===== config.mk =====
export PLATFORM = sky130hd
export DESIGN_NAME = demux_12
export DESIGN_NICKNAME = d
export VERILOG_FILES = /design/src/rtl/demux_pkg.sv /design/src/rtl/demux_lane_reg.sv /design/src/rtl/demux_12.sv
export SDC_FILE = /design/constraint.sdc
export NUM_CORES = 1
export LEC_CHECK = 0
export ABC_AREA = 0
export CORE_MARGIN = 2
export CORE_UTILIZATION = 43
export DETAILED_ROUTE_END_ITERATION = 12
export PLACE_DENSITY = 0.79
export SYNTH_ARGS = -nofsm -noshare
export SYNTH_HDL_FRONTEND = slang
export SYNTH_SLANG_ARGS = --single-unit

===== constraint.sdc =====
create_clock -name clk -period 1.7 [get_ports clk]
set_input_delay 0.51 -clock clk [delete_from_list [all_inputs] [get_ports clk]]
set_output_delay 0.51 -clock clk [all_outputs]
set_load 0.005 [all_outputs]

===== src/rtl/demux_pkg.sv =====
// Shared types and sizing constants for the demux_12 1-to-2 round-robin demultiplexer.
package demux_pkg;
  typedef enum logic {LANE0 = 1'b0, LANE1 = 1'b1} lane_e;

  localparam int DEMUX_DEF_WIDTH = 4;
  localparam int BURST_CNT_W     = 8;
  localparam int STATS_W         = 16;
endpackage


===== src/rtl/demux_lane_reg.sv =====
// One-entry valid/ready output register for a demux lane; reports empty and
// drain status so the parent can form its combinational ready.
module demux_lane_reg #(
  parameter int WIDTH = 4
) (
  input  logic             clk,
  input  logic             reset_L,
  input  logic             fill,
  input  logic [WIDTH-1:0] data_in,
  input  logic             ready_in,
  output logic [WIDTH-1:0] data_out,
  output logic             valid_out,
  output logic             empty,
  output logic             drain
);
  assign empty = ~valid_out;
  assign drain = valid_out & ready_in;

  // Fill has priority so a same-edge drain+fill keeps the lane full.
  always_ff @(posedge clk or negedge reset_L) begin
    if (!reset_L) begin
      valid_out <= 1'b0;
      data_out  <= '0;
    end else if (fill) begin
      valid_out <= 1'b1;
      data_out  <= data_in;
    end else if (drain) begin
      valid_out <= 1'b0;
    end
  end
endmodule


===== src/rtl/demux_12.sv =====
// Registered 1-to-2 demultiplexer: round-robin bursts of BURST_LEN words per lane.
// Optional per-lane acceptance counters enabled by defining DEMUX_12_STATS_EN.
module demux_12
  import demux_pkg::*;
#(
  parameter int WIDTH     = DEMUX_DEF_WIDTH,
  parameter int BURST_LEN = 1
) (
  input  logic             clk,
  input  logic             reset_L,
  input  logic [WIDTH-1:0] data_in,
  input  logic             valid_in,
  output logic             ready_out,
  output logic [WIDTH-1:0] data_out_0,
  output logic             valid_out_0,
  input  logic             ready_in_0,
  output logic [WIDTH-1:0] data_out_1,
  output logic             valid_out_1,
  input  logic             ready_in_1
`ifdef DEMUX_12_STATS_EN
  ,
  output logic [STATS_W-1:0] count_0,
  output logic [STATS_W-1:0] count_1
`endif
);
  localparam int NUM_LANES = 2;
  localparam logic [BURST_CNT_W-1:0] LAST_CNT = BURST_CNT_W'(BURST_LEN - 1);

  lane_e                  sel, next_sel;
  logic [BURST_CNT_W-1:0] burst_cnt, next_cnt;
  logic                   accept;

  logic [NUM_LANES-1:0][WIDTH-1:0] lane_data;
  logic [NUM_LANES-1:0]            lane_vld, lane_rdy, lane_empty, lane_drain, lane_fill;

  assign lane_rdy = {ready_in_1, ready_in_0};

  // Only the selected lane gates input; a stalled idle lane never blocks.
  assign ready_out = (sel == LANE1) ? (lane_empty[1] | lane_rdy[1])
                                    : (lane_empty[0] | lane_rdy[0]);
  assign accept    = valid_in & ready_out;

  for (genvar g = 0; g < NUM_LANES; g++) begin : g_lane
    assign lane_fill[g] = accept & (sel == ((g == 1) ? LANE1 : LANE0));

    demux_lane_reg #(.WIDTH(WIDTH)) u_lane (
      .clk       (clk),
      .reset_L   (reset_L),
      .fill      (lane_fill[g]),
      .data_in   (data_in),
      .ready_in  (lane_rdy[g]),
      .data_out  (lane_data[g]),
      .valid_out (lane_vld[g]),
      .empty     (lane_empty[g]),
      .drain     (lane_drain[g])
    );
  end

  assign data_out_0  = lane_data[0];
  assign data_out_1  = lane_data[1];
  assign valid_out_0 = lane_vld[0];
  assign valid_out_1 = lane_vld[1];

  always_ff @(posedge clk or negedge reset_L) begin
    if (!reset_L) begin
      sel       <= LANE0;
      burst_cnt <= '0;
    end else begin
      sel       <= next_sel;
      burst_cnt <= next_cnt;
    end
  end

  always_comb begin
    next_sel = sel;
    next_cnt = burst_cnt;
    if (accept) begin
      if (burst_cnt == LAST_CNT) begin
        next_sel = (sel == LANE0) ? LANE1 : LANE0;
        next_cnt = '0;
      end else begin
        next_cnt = burst_cnt + 1'b1;
      end
    end
  end

`ifdef DEMUX_12_STATS_EN
  always_ff @(posedge clk or negedge reset_L) begin
    if (!reset_L) begin
      count_0 <= '0;
      count_1 <= '0;
    end else begin
      if (lane_fill[0]) count_0 <= count_0 + 1'b1;
      if (lane_fill[1]) count_1 <= count_1 + 1'b1;
    end
  end
`endif

  // Drain status is informational for the parent; the lanes act on it locally.
  logic unused_drain;
  assign unused_drain = ^lane_drain;
endmodule


==> out/metrics.cfg, run 1 <==
[sta]
setup-violations-final = 2
fin_crit_ns = 1.73
post-route-period-util = 1.02
slew_violations = 0
rsz0062_at_grt = true
finClkSkew_ns = 0.00345
worst_slew_pin_slew_ns = 0.324
fin_ws_ns = -0.0340
fmax_mhz = 577
finalHoldViolCount = 0
slew_headroom = 0.782

[synth]
yosys-top-cells-area = dfrtp_1 (55%), mux2_2 (12%), xnor2_1 (5.1%)
synth_top_family_by_area = simple AND/OR/NAND/NOR gates
synthFlopType = dfrtp_1
synth_area_leader_cell = dfrtp_1
postSynthNetCount = 78
synth-compound-area-share = 0.0234
yosys_warnings = 0
syn-cell-area_sq_um = 857
yosys.area_share.simple = 0.178
postSynthAreaPerCell_sq_um = 12.8
synth_adder_area_share = 0.0292
syn_inst = 67
synth_seq_cells = 19
muxShareOfSynthArea = 0.136
async_flop_share = 1.00
synth_xor_area_frac = 0.0613
seq_area_frac_synth = 0.555
synth-edff-count = 0
synth_top_area_frac = 0.555
synthDistinctLibCells = 23

[power]
p_leak_uw = 0.000618
comb_power_share = 0.471
power.total_uw = 1950
p_seq_frac = 0.409
clkPwrFrac = 0.120
ir_worst_vdd_uv = 985
p_int_uw = 1320
cellPowerDensity_mw_per_mm2 = 1550
switchingPower_uw = 627
swShare = 0.322

[final_layout]
fin_nets = 117
insertedDiodeCount = 0
layoutNonFillerInstCount = 132
fin_util = 0.653
fill_cells = 152
drive_gt1_frac = 0.352
syn_to_final_growth_pct = 46.4
stdcell_area_sq_mm = 0.00125

[floorplan]
rows = 16
die_w_microns = 48.6
core_area_sq_mm = 0.00192
initial_core_util = 0.446
die_y_microns = 48.6
top_level_ports = 20
die-area_sq_mm = 0.00237

[drt]
vias_per_cell = 4.94
post-route-drc-count = 0
wl_per_cell_microns = 13.2
dr.pass1.iters = 3
routed_wl_microns = 1750
routed-via-count = 652
postRouteAntennaNets = 0
first_iter_violations = 1

[place]
io_buffer_count = 19
dp_slack_ns = -0.596
place_area_sq_mm = 0.00117
dp_hpwl_microns = 1300
place_congestion = 0.802
placed_cells = 125

[setup_path]
path_max_fanout = 3
startpoint_type = flop
cp.arrival_ns = 1.94
required_ns = 1.90
crit_type = reg2reg
cp-end-kind = flop

[global_routing]
grt_pass1_wl_microns = 3130
grtUsageMet1 = 0.193
use_met2 = 0.311
antenna_found_initial = 0
grt_max_degree = 20
track_usage = 0.171
use_met3 = 0.0463
grt_busiest_layer = met2
grt_pass1_vias = 708
grt_overflow = 0

[clocking]
cts_hold_buf = 0
clk_pin_slew_worst_paths_ns = 0.10
clk_latency_ns = 0.30
cts_made_buffers = 3
clockBufferDepth = 2
root_buffer = clkbuf_4
h-tree-depth = 1
clock-sinks = 19
cts_tree = done

[outcome]
outcome = complete, but fails checks
failed_checks = setup timing

[flow_run]
cap_viol_max_count = 0

[min_path]
hold_class = reg2reg

[cell usage in the layout, fill, tap and decap left out]
cell             count
nor2_2               1
and3b_1              1
clkbuf_4             3
nand2_1              6
ha_1                 1
nor3b_2              1
clkbuf_1             1
nor2_1               1
dfrtp_1             19
buf_2                1
buf_4               15
a31oi_1              1
buf_6                1
nand2b_1             1
inv_2                2
nand3_1              1
nor4_1               1
and3_1               1
nor4_4               1
xnor2_1              5
a22o_1               1
dlymetal6s2s_1       7
mux2_2               9
a21oi_1              1
xor2_1               1
mux2_4               1
clkdlybuf4s50_1      6
nand3b_1             3
dlygate4sd2_1        4
inv_1                1
nand4_1              4
clkdlybuf4s15_1      1
or4b_4               1
ha_4                 1
[power by group through the flow]
| stage | sequential (uW) | combinational [uW] | clock, uW |
|---|---|---|---|
| 3_5_place_dp | 803 | 913 | 0 |
| 3_3_place_gp | 790 | 881 | 0 |
| 2_1_floorplan | 823 | 365 | 0 |
| 6_report | 796 | 918 | 233 |
| 4_1_cts | 798 | 928 | 235 |
| 5_1_grt | 822 | 1020 | 261 |
[cells by family after synthesis]
family / Yosys count
mux: 10
buf+inv: 4
flops: 19
xor+xnor: 6
fa+ha+maj: 2
simple gates: 23
compound gates: 3
[metal layers]
| metal | part of all wire | wire (microns) | up-vias |
|---|---|---|---|
| li1 | - | - | 315 |
| met1 | 0.39 | 680 | 318 |
| met2 | 0.54 | 941 | 16 |
| met3 | 0.052 | 90 | 3 |
| met4 | 0.018 | 31 | 0 |
| met5 | 0 | 0 | - |
[critical path, cell delays in order (launching register included)]
cell and delay [ns]:
dfrtp_1 0.40, inv_2 0.08, ha_4 0.12, or4b_4 0.46, nor4_4 0.23, nor2_2 0.08, mux2_4 0.26
[synth_stat cells, types with 2 or more instances]
| library cell | number |
|---|---|
| dfrtp_1 | 19 |
| mux2_2 | 9 |
| nand2_1 | 6 |
| xnor2_1 | 5 |
| nand4_1 | 4 |
| inv_1 | 3 |
| nand3b_1 | 3 |
| ha_1 | 2 |
| nor2_1 | 2 |
[registers in the layout, indices dropped and copies added (netlist names)]
signal,flops
burst_cnt,8
g_lane.u_lane.data_out,8
g_lane.u_lane.valid_out,2
sel,1
[per-stage QoR]
stage | setup TNS [ns] | hold WS [ns]
floorplan | 0 | 0.214
global placement | -3.08 | 0.467
detailed placement | -3.87 | 0.470
CTS | -0.123 | 0.484
global route | -0.366 | 0.525
finish | -0.0638 | 0.478
[area by class of cell]
cell class	instances	area [sq um]	share of cell area
multi-input cells	44	387	0.308
flip-flops and latches	19	475	0.379
well taps	27	33.8	0.0269
repair buffers	35	322	0.256
inverters	3	11.3	0.00897
clock buffers	4	26.3	0.0209
[final timing paths]
| path | endpoint | startpoint | slack, ns | cells after the start |
|---|---|---|---|---|
| worst min-delay path | burst_cnt[7]$_DFFE_PN0N_ | burst_cnt[7]$_DFFE_PN0N_ | 0.48 | 1 |
| min in group asynchronous | burst_cnt[3]$_DFFE_PN0N_ | reset_L | 0.52 | 2 |
| worst min register to register | burst_cnt[7]$_DFFE_PN0N_ | burst_cnt[7]$_DFFE_PN0N_ | 0.48 | 1 |
| worst max register to register | burst_cnt[0]$_DFFE_PN0N_ | burst_cnt[0]$_DFFE_PN0N_ | -0.03 | 6 |
| max in group asynchronous | g_lane[1].u_lane.data_out[1]$_DFFE_PN0P_ | reset_L | 0.98 | 2 |
| worst max-delay path | burst_cnt[0]$_DFFE_PN0N_ | burst_cnt[0]$_DFFE_PN0N_ | -0.03 | 6 |
[what timing repair did]
action / CTS / global route
endpoints found under the setup margin: 7 / 12
setup buffers: 3 / 0
pin swaps: 3 / 2
resized for setup: 12 / 11
Power figures use the tool's default switching activity.
==> run 2, diff against run 1 <==
- CORE_MARGIN: 2 -> unset
- SLEW_MARGIN: unset -> 20
==> run 2 against run 1 <==
  * The flow still finishes with violations (setup timing)
  * First-iteration DRC count grew to 8.0 times the previous value
  * Maximum frequency rose by 0.15%
  * Wire length increased by 1.3%
  * Die area fell by 8.1%
  * Cell count is 3.0% lower
  * Utilization grew 2.3 points
  * Worst hold slack better by 0.012 ns
  * Global-route usage is 1.2 points higher
  * Critical path depth unchanged
  * Clock power down 4%
  * Critical path type unchanged
  * Largest cell class unchanged
  * Largest power group unchanged
==> out/metrics.cfg, run 2 (synthesized netlist as in run 1, its figures left out) <==
[place]
io_buffer_count = 19  ; unchanged
dp_hpwl_microns = 1280  ; was 1300 microns
dp_slack_ns = -0.519  ; was -0.596 ns
place_area_sq_mm = 0.00116  ; was 0.00117 sq mm
placed_cells = 122  ; was 125
place_congestion = 0.859  ; was 0.802

[global_routing]
use_met2 = 0.306  ; was 0.311
grt_pass1_vias = 654  ; was 708
grt_max_degree = 20  ; unchanged
track_usage = 0.183  ; was 0.171
grt_busiest_layer = met2  ; unchanged
use_met3 = 0.0118  ; was 0.0463
grtUsageMet1 = 0.241  ; was 0.193
grt_overflow = 0  ; unchanged
antenna_found_initial = 0  ; unchanged
grt_pass1_wl_microns = 2770  ; was 3130 microns

[flow_run]
cap_viol_max_count = 0  ; unchanged

[setup_path]
crit_path_end = burst_cnt[0]$_DFFE_PN0N_  ; unchanged
crit_type = reg2reg  ; unchanged
crit_path_max_incr_delay_ns = 0.47  ; was 0.46 ns
reg2regPathDepth = 6  ; unchanged
r2r-end = burst_cnt[0]$_DFFE_PN0N_  ; unchanged
cp_top_family = simple AND/OR/NAND/NOR gates  ; unchanged
cp.arrival_ns = 1.92  ; was 1.94 ns
path_buf_inv = 1  ; unchanged
crit_chain = inv_2 > ha_1 > or4b_4 > nor4_4 > nor2_1 > mux2_4  ; was inv_2 > ha_4 > or4b_4 > nor4_4 > nor2_2 > mux2_4
ff2ff_setup_slack_ns = -0.03  ; about the same
critPathLaunch = burst_cnt[0]$_DFFE_PN0N_  ; unchanged
path_max_fanout = 3  ; unchanged
required_ns = 1.88  ; was 1.90 ns
startpoint_type = flop  ; unchanged
cp-end-kind = flop  ; unchanged
crit_cells = 6  ; unchanged
slowest_stage = or4b_4  ; unchanged
reg2reg_from = burst_cnt[0]$_DFFE_PN0N_  ; unchanged

[final_layout]
layoutNonFillerInstCount = 128  ; was 132
layout_commonest_cell = dfrtp_1  ; unchanged
fill_cells = 147  ; was 152
fin_nets = 115  ; was 117
drive_gt1_frac = 0.320  ; was 0.352
multi_input_area_sq_um = 372  ; was 387 sq um
stdcell_area_sq_mm = 0.00122  ; was 0.00125 sq mm
syn_to_final_growth_pct = 42.2  ; was 46.4%
final_cell_mix = dfrtp_1 (19), buf_4 (14), mux2_2 (9)  ; was dfrtp_1 (19), buf_4 (15), mux2_2 (9)
insertedDiodeCount = 0  ; unchanged
regArea_sq_um = 475  ; unchanged
top_regs = burst_cnt (8), g_lane.u_lane.data_out (8), g_lane.u_lane.valid_out (2)  ; unchanged

[power]
cellPowerDensity_mw_per_mm2 = 1550  ; about the same
ir_worst_vdd_uv = 740  ; was 985 uV
p_leak_uw = 0.000606  ; was 0.000618 uW

[drt]
routed-via-count = 639  ; was 652
dr.pass1.iters = 4  ; was 3
postRouteAntennaNets = 0  ; unchanged
wl_per_cell_microns = 13.8  ; was 13.2 microns
post-route-drc-count = 0  ; unchanged
vias_per_cell = 4.99  ; was 4.94
routed_wl_microns = 1770  ; was 1750 microns
first_iter_violations = 8  ; was 1

[floorplan]
top_level_ports = 20  ; unchanged
die-area_sq_mm = 0.00218  ; was 0.00237 sq mm
rows = 15  ; was 16
core_area_sq_mm = 0.00180  ; was 0.00192 sq mm
initial_core_util = 0.476  ; was 0.446
die_w_microns = 46.6  ; was 48.6 microns
die_y_microns = 46.6  ; was 48.6 microns

[clocking]
cts_hold_buf = 0  ; unchanged
root_buffer = clkbuf_4  ; unchanged
clk_pin_slew_worst_paths_ns = 0.10  ; about the same
cts_tree = done  ; unchanged
clk_latency_ns = 0.29  ; was 0.30 ns
clock-sinks = 19  ; unchanged
cts_made_buffers = 3  ; unchanged
h-tree-depth = 1  ; unchanged
clockBufferDepth = 2  ; unchanged

[sta]
worst_slew_pin_slew_ns = 0.331  ; was 0.324 ns
fin_ws_ns = -0.0313  ; was -0.0340 ns
fmax_mhz = 578  ; was 577 MHz
hold_ws_ns = 0.489  ; was 0.478 ns
slew_headroom = 0.778  ; was 0.782
setup-violations-final = 2  ; unchanged
finalHoldViolCount = 0  ; unchanged
finClkSkew_ns = 0.00464  ; was 0.00345 ns
fin_crit_ns = 1.73  ; about the same
post-route-period-util = 1.02  ; about the same
slew_violations = 0  ; unchanged
finalSetupTns_ns = -0.0480  ; was -0.0638 ns
rsz0062_at_grt = true  ; unchanged

[min_path]
hold_class = reg2reg  ; unchanged
whs_path_depth = 1  ; unchanged

[outcome]
outcome = complete, but fails checks  ; unchanged
failed_checks = setup timing  ; unchanged

run 2: changes by cell type in the layout (fill, tap and decap cells not counted):
| cell | previous run | this run |
|---|---|---|
| buf_4 | 15 | 14 |
| buf_6 | 1 | 0 |
| clkdlybuf4s15_1 | 1 | 0 |
| clkdlybuf4s50_1 | 6 | 7 |
| ha_1 | 1 | 2 |
| ha_4 | 1 | 0 |
| nor2_1 | 1 | 2 |
| nor2_2 | 1 | 0 |
run 2: worst min path at each step:
stage	start	to	slack, ns
detailed placement	burst_cnt[7]$_DFFE_PN0N_	burst_cnt[7]$_DFFE_PN0N_	0.47
floorplan	reset_L	burst_cnt[0]$_DFFE_PN0N_	0.21
finish	burst_cnt[7]$_DFFE_PN0N_	burst_cnt[7]$_DFFE_PN0N_	0.49
CTS	burst_cnt[7]$_DFFE_PN0N_	burst_cnt[7]$_DFFE_PN0N_	0.49
global route	burst_cnt[7]$_DFFE_PN0N_	burst_cnt[7]$_DFFE_PN0N_	0.51
global placement	burst_cnt[7]$_DFFE_PN0N_	burst_cnt[7]$_DFFE_PN0N_	0.46
run 2: power by group:
group / switching (uW) / internal, uW / leakage, uW
Sequential: 151 / 650 / 0.000231
Clock: 132 / 91.2 / 0.0000150
Combinational: 322 / 544 / 0.000361
Total: 605 / 1290 / 0.000606
run 2: routing by layer:
metal / wire length [microns] / vias up
li1: - / 307
met1: 764 / 315
met2: 944 / 15
met3: 38 / 2
met4: 20 / 0
met5: 0 / -
run 2: metrics by stage:
stage	power (uW)	util
2_1_floorplan	1190	-
3_3_place_gp	1660	0.647
3_5_place_dp	1700	0.647
4_1_cts	1940	0.667
5_1_grt	2020	0.676
6_report	1890	0.676
run 2: what timing repair did:
item	4_1_cts	5_1_grt
endpoints found under the setup margin	6	11
resized for setup	9	8
buffers inserted	2	0
gates cloned	0	0
pin swaps	2	2
run 2: area by class of cell:
type,count,area share
clock buffer,4,0.0216
inverter,3,0.00924
multi-input combinational,44,0.305
timing repair buffer,33,0.248
tap,25,0.0257
sequential,19,0.390
run 2: worst reg2reg max path: stages (launching register included):
cell and delay, ns:
dfrtp_1 0.42, inv_2 0.07, ha_1 0.13, or4b_4 0.47, nor4_4 0.19, nor2_1 0.10
mux2_4 0.26
==> run 3, diff against run 2 <==
- SKIP_CTS_REPAIR_TIMING: unset -> 1
==> run 3 against run 2 <==
  * Worst setup slack worse by 0.0049 ns
  * Highest routed layer unchanged
  * Critical path depth shrank 2
  * Utilization up 1.2 points
  * Register-to-register slack hardly changed
  * Sequential cell count unchanged
  * First-iteration DRC count rose by 63%
  * Combinational power rose by 4.2%
  * Die area unchanged
  * Clock skew about the same
  * Worst hold slack got worse by 0.0033 ns
  * Via count shrank 0.16%
  * The run still ends with setup timing left
==> out/metrics.cfg, run 3 (synthesized netlist as in run 1, its figures left out) <==
[setup_path]
required_ns = 1.19  ; was 1.88 ns
path_max_fanout = 2  ; was 3
cp.arrival_ns = 1.23  ; was 1.92 ns
cp-end-kind = primary output  ; was flop
startpoint_type = flop  ; unchanged
crit_type = reg2out  ; was reg2reg
ff2ff_setup_slack_ns = -0.03  ; about the same

[power]
cellPowerDensity_mw_per_mm2 = 1550  ; about the same
p_leak_uw = 0.000642  ; was 0.000606 uW
ir_worst_vdd_uv = 746  ; was 740 uV

[drt]
post-route-drc-count = 0  ; unchanged
routed_wl_microns = 1780  ; was 1770 microns
dr.pass1.iters = 4  ; unchanged
routed-via-count = 638  ; was 639
vias_per_cell = 4.98  ; was 4.99
first_iter_violations = 13  ; was 8
wl_per_cell_microns = 13.9  ; was 13.8 microns
postRouteAntennaNets = 0  ; unchanged

[floorplan]
initial_core_util = 0.476  ; unchanged
top_level_ports = 20  ; unchanged
core_area_sq_mm = 0.00180  ; unchanged
die_y_microns = 46.6  ; unchanged
die-area_sq_mm = 0.00218  ; unchanged
die_w_microns = 46.6  ; unchanged
rows = 15  ; unchanged

[final_layout]
final_cell_mix = dfrtp_1 (19), buf_4 (12), dlymetal6s2s_1 (11)  ; was dfrtp_1 (19), buf_4 (14), mux2_2 (9)
fill_cells = 137  ; was 147
drive_gt1_frac = 0.320  ; unchanged
top_regs = burst_cnt (8), g_lane.u_lane.data_out (8), g_lane.u_lane.valid_out (2)  ; unchanged
fin_util = 0.689  ; was 0.676
insertedDiodeCount = 0  ; unchanged
layout_commonest_cell = dfrtp_1  ; unchanged
syn_to_final_growth_pct = 44.8  ; was 42.2%
fin_nets = 115  ; unchanged

[global_routing]
grt_pass1_vias = 642  ; was 654
antenna_found_initial = 0  ; unchanged
grt_overflow = 0  ; unchanged
grt_max_degree = 20  ; unchanged
grt_pass1_wl_microns = 2760  ; was 2770 microns
track_usage = 0.183  ; about the same

[clocking]
clock-sinks = 19  ; unchanged
clk_latency_ns = 0.29  ; about the same
h-tree-depth = 1  ; unchanged
cts_tree = done  ; unchanged
cts_made_buffers = 3  ; unchanged
clockBufferDepth = 2  ; unchanged
clk_pin_slew_worst_paths_ns = 0.11  ; was 0.10 ns
root_buffer = clkbuf_4  ; unchanged

[place]
place_congestion = 0.859  ; unchanged
io_buffer_count = 19  ; unchanged
dp_hpwl_microns = 1280  ; unchanged
dp_slack_ns = -0.519  ; unchanged

[sta]
worst_slew_pin_slew_ns = 0.352  ; was 0.331 ns
post-route-period-util = 1.02  ; about the same
fin_crit_ns = 1.74  ; was 1.73 ns
setup-violations-final = 3  ; was 2
rsz0062_at_grt = true  ; unchanged
finClkSkew_ns = 0.00458  ; was 0.00464 ns
fmax_mhz = 576  ; was 578 MHz
finalHoldViolCount = 0  ; unchanged
slew_headroom = 0.763  ; was 0.778
fin_ws_ns = -0.0363  ; was -0.0313 ns
slew_violations = 0  ; unchanged

[flow_run]
cap_viol_max_count = 0  ; unchanged

[min_path]
hold_class = reg2reg  ; unchanged

[outcome]
failed_checks = setup timing  ; unchanged
outcome = complete, but fails checks  ; unchanged

run 3: final timing paths:
path	from	endpoint	cells past startpoint
worst max-delay path	g_lane[1].u_lane.valid_out$_DFFE_PN0P_	ready_out	4
worst min-delay path	burst_cnt[7]$_DFFE_PN0N_	burst_cnt[7]$_DFFE_PN0N_	1
worst max register to register	burst_cnt[0]$_DFFE_PN0N_	burst_cnt[0]$_DFFE_PN0N_	6
worst min register to register	burst_cnt[7]$_DFFE_PN0N_	burst_cnt[7]$_DFFE_PN0N_	1
max in group asynchronous	reset_L	burst_cnt[0]$_DFFE_PN0N_	2
min in group asynchronous	reset_L	g_lane[0].u_lane.data_out[0]$_DFFE_PN0P_	2
run 3: layout make-up:
cell class,count,area (sq um),area share
clock buffer,4,26.3,0.0212
tap,25,31.3,0.0252
multi-input combinational,44,372,0.299
timing repair buffer,33,325,0.262
inverter,3,11.3,0.00907
sequential,19,475,0.383
run 3: stage by stage:
step	power (uW)	TNS, ns	area (sq um)	hold WS, ns	instances
after floorplan	1190	0	857	0.214	67
after global placement	1660	-4.14	1160	0.461	122
after detailed placement	1700	-4.41	1160	0.468	122
after CTS	1950	-0.782	1190	0.485	126
after global routing	2060	-0.347	1240	0.511	128
final	1930	-0.0845	1240	0.486	128
run 3: metal layers:
metal  GRT usage  part of all wire  up-vias
met5           0                 0        -
met4      0.0857             0.011        0
met3      0.0118             0.014        2
met2       0.297              0.55        9
met1       0.246              0.42      317
li1            -                 -      310
run 3: worst max-delay path: stages, from the launching register on:
cell and delay [ns]:
dfrtp_1 0.42, buf_6 0.13, buf_6 0.10, a31oi_1 0.16, buf_2 0.14
run 3: report_power, final:
part           total [uW]  switching, uW  internal, uW  leakage, uW
clock                 223            132          91.1    0.0000150
combinational         902            328           575     0.000397
sequential            803            153           650     0.000231
total                1930            612          1320     0.000642
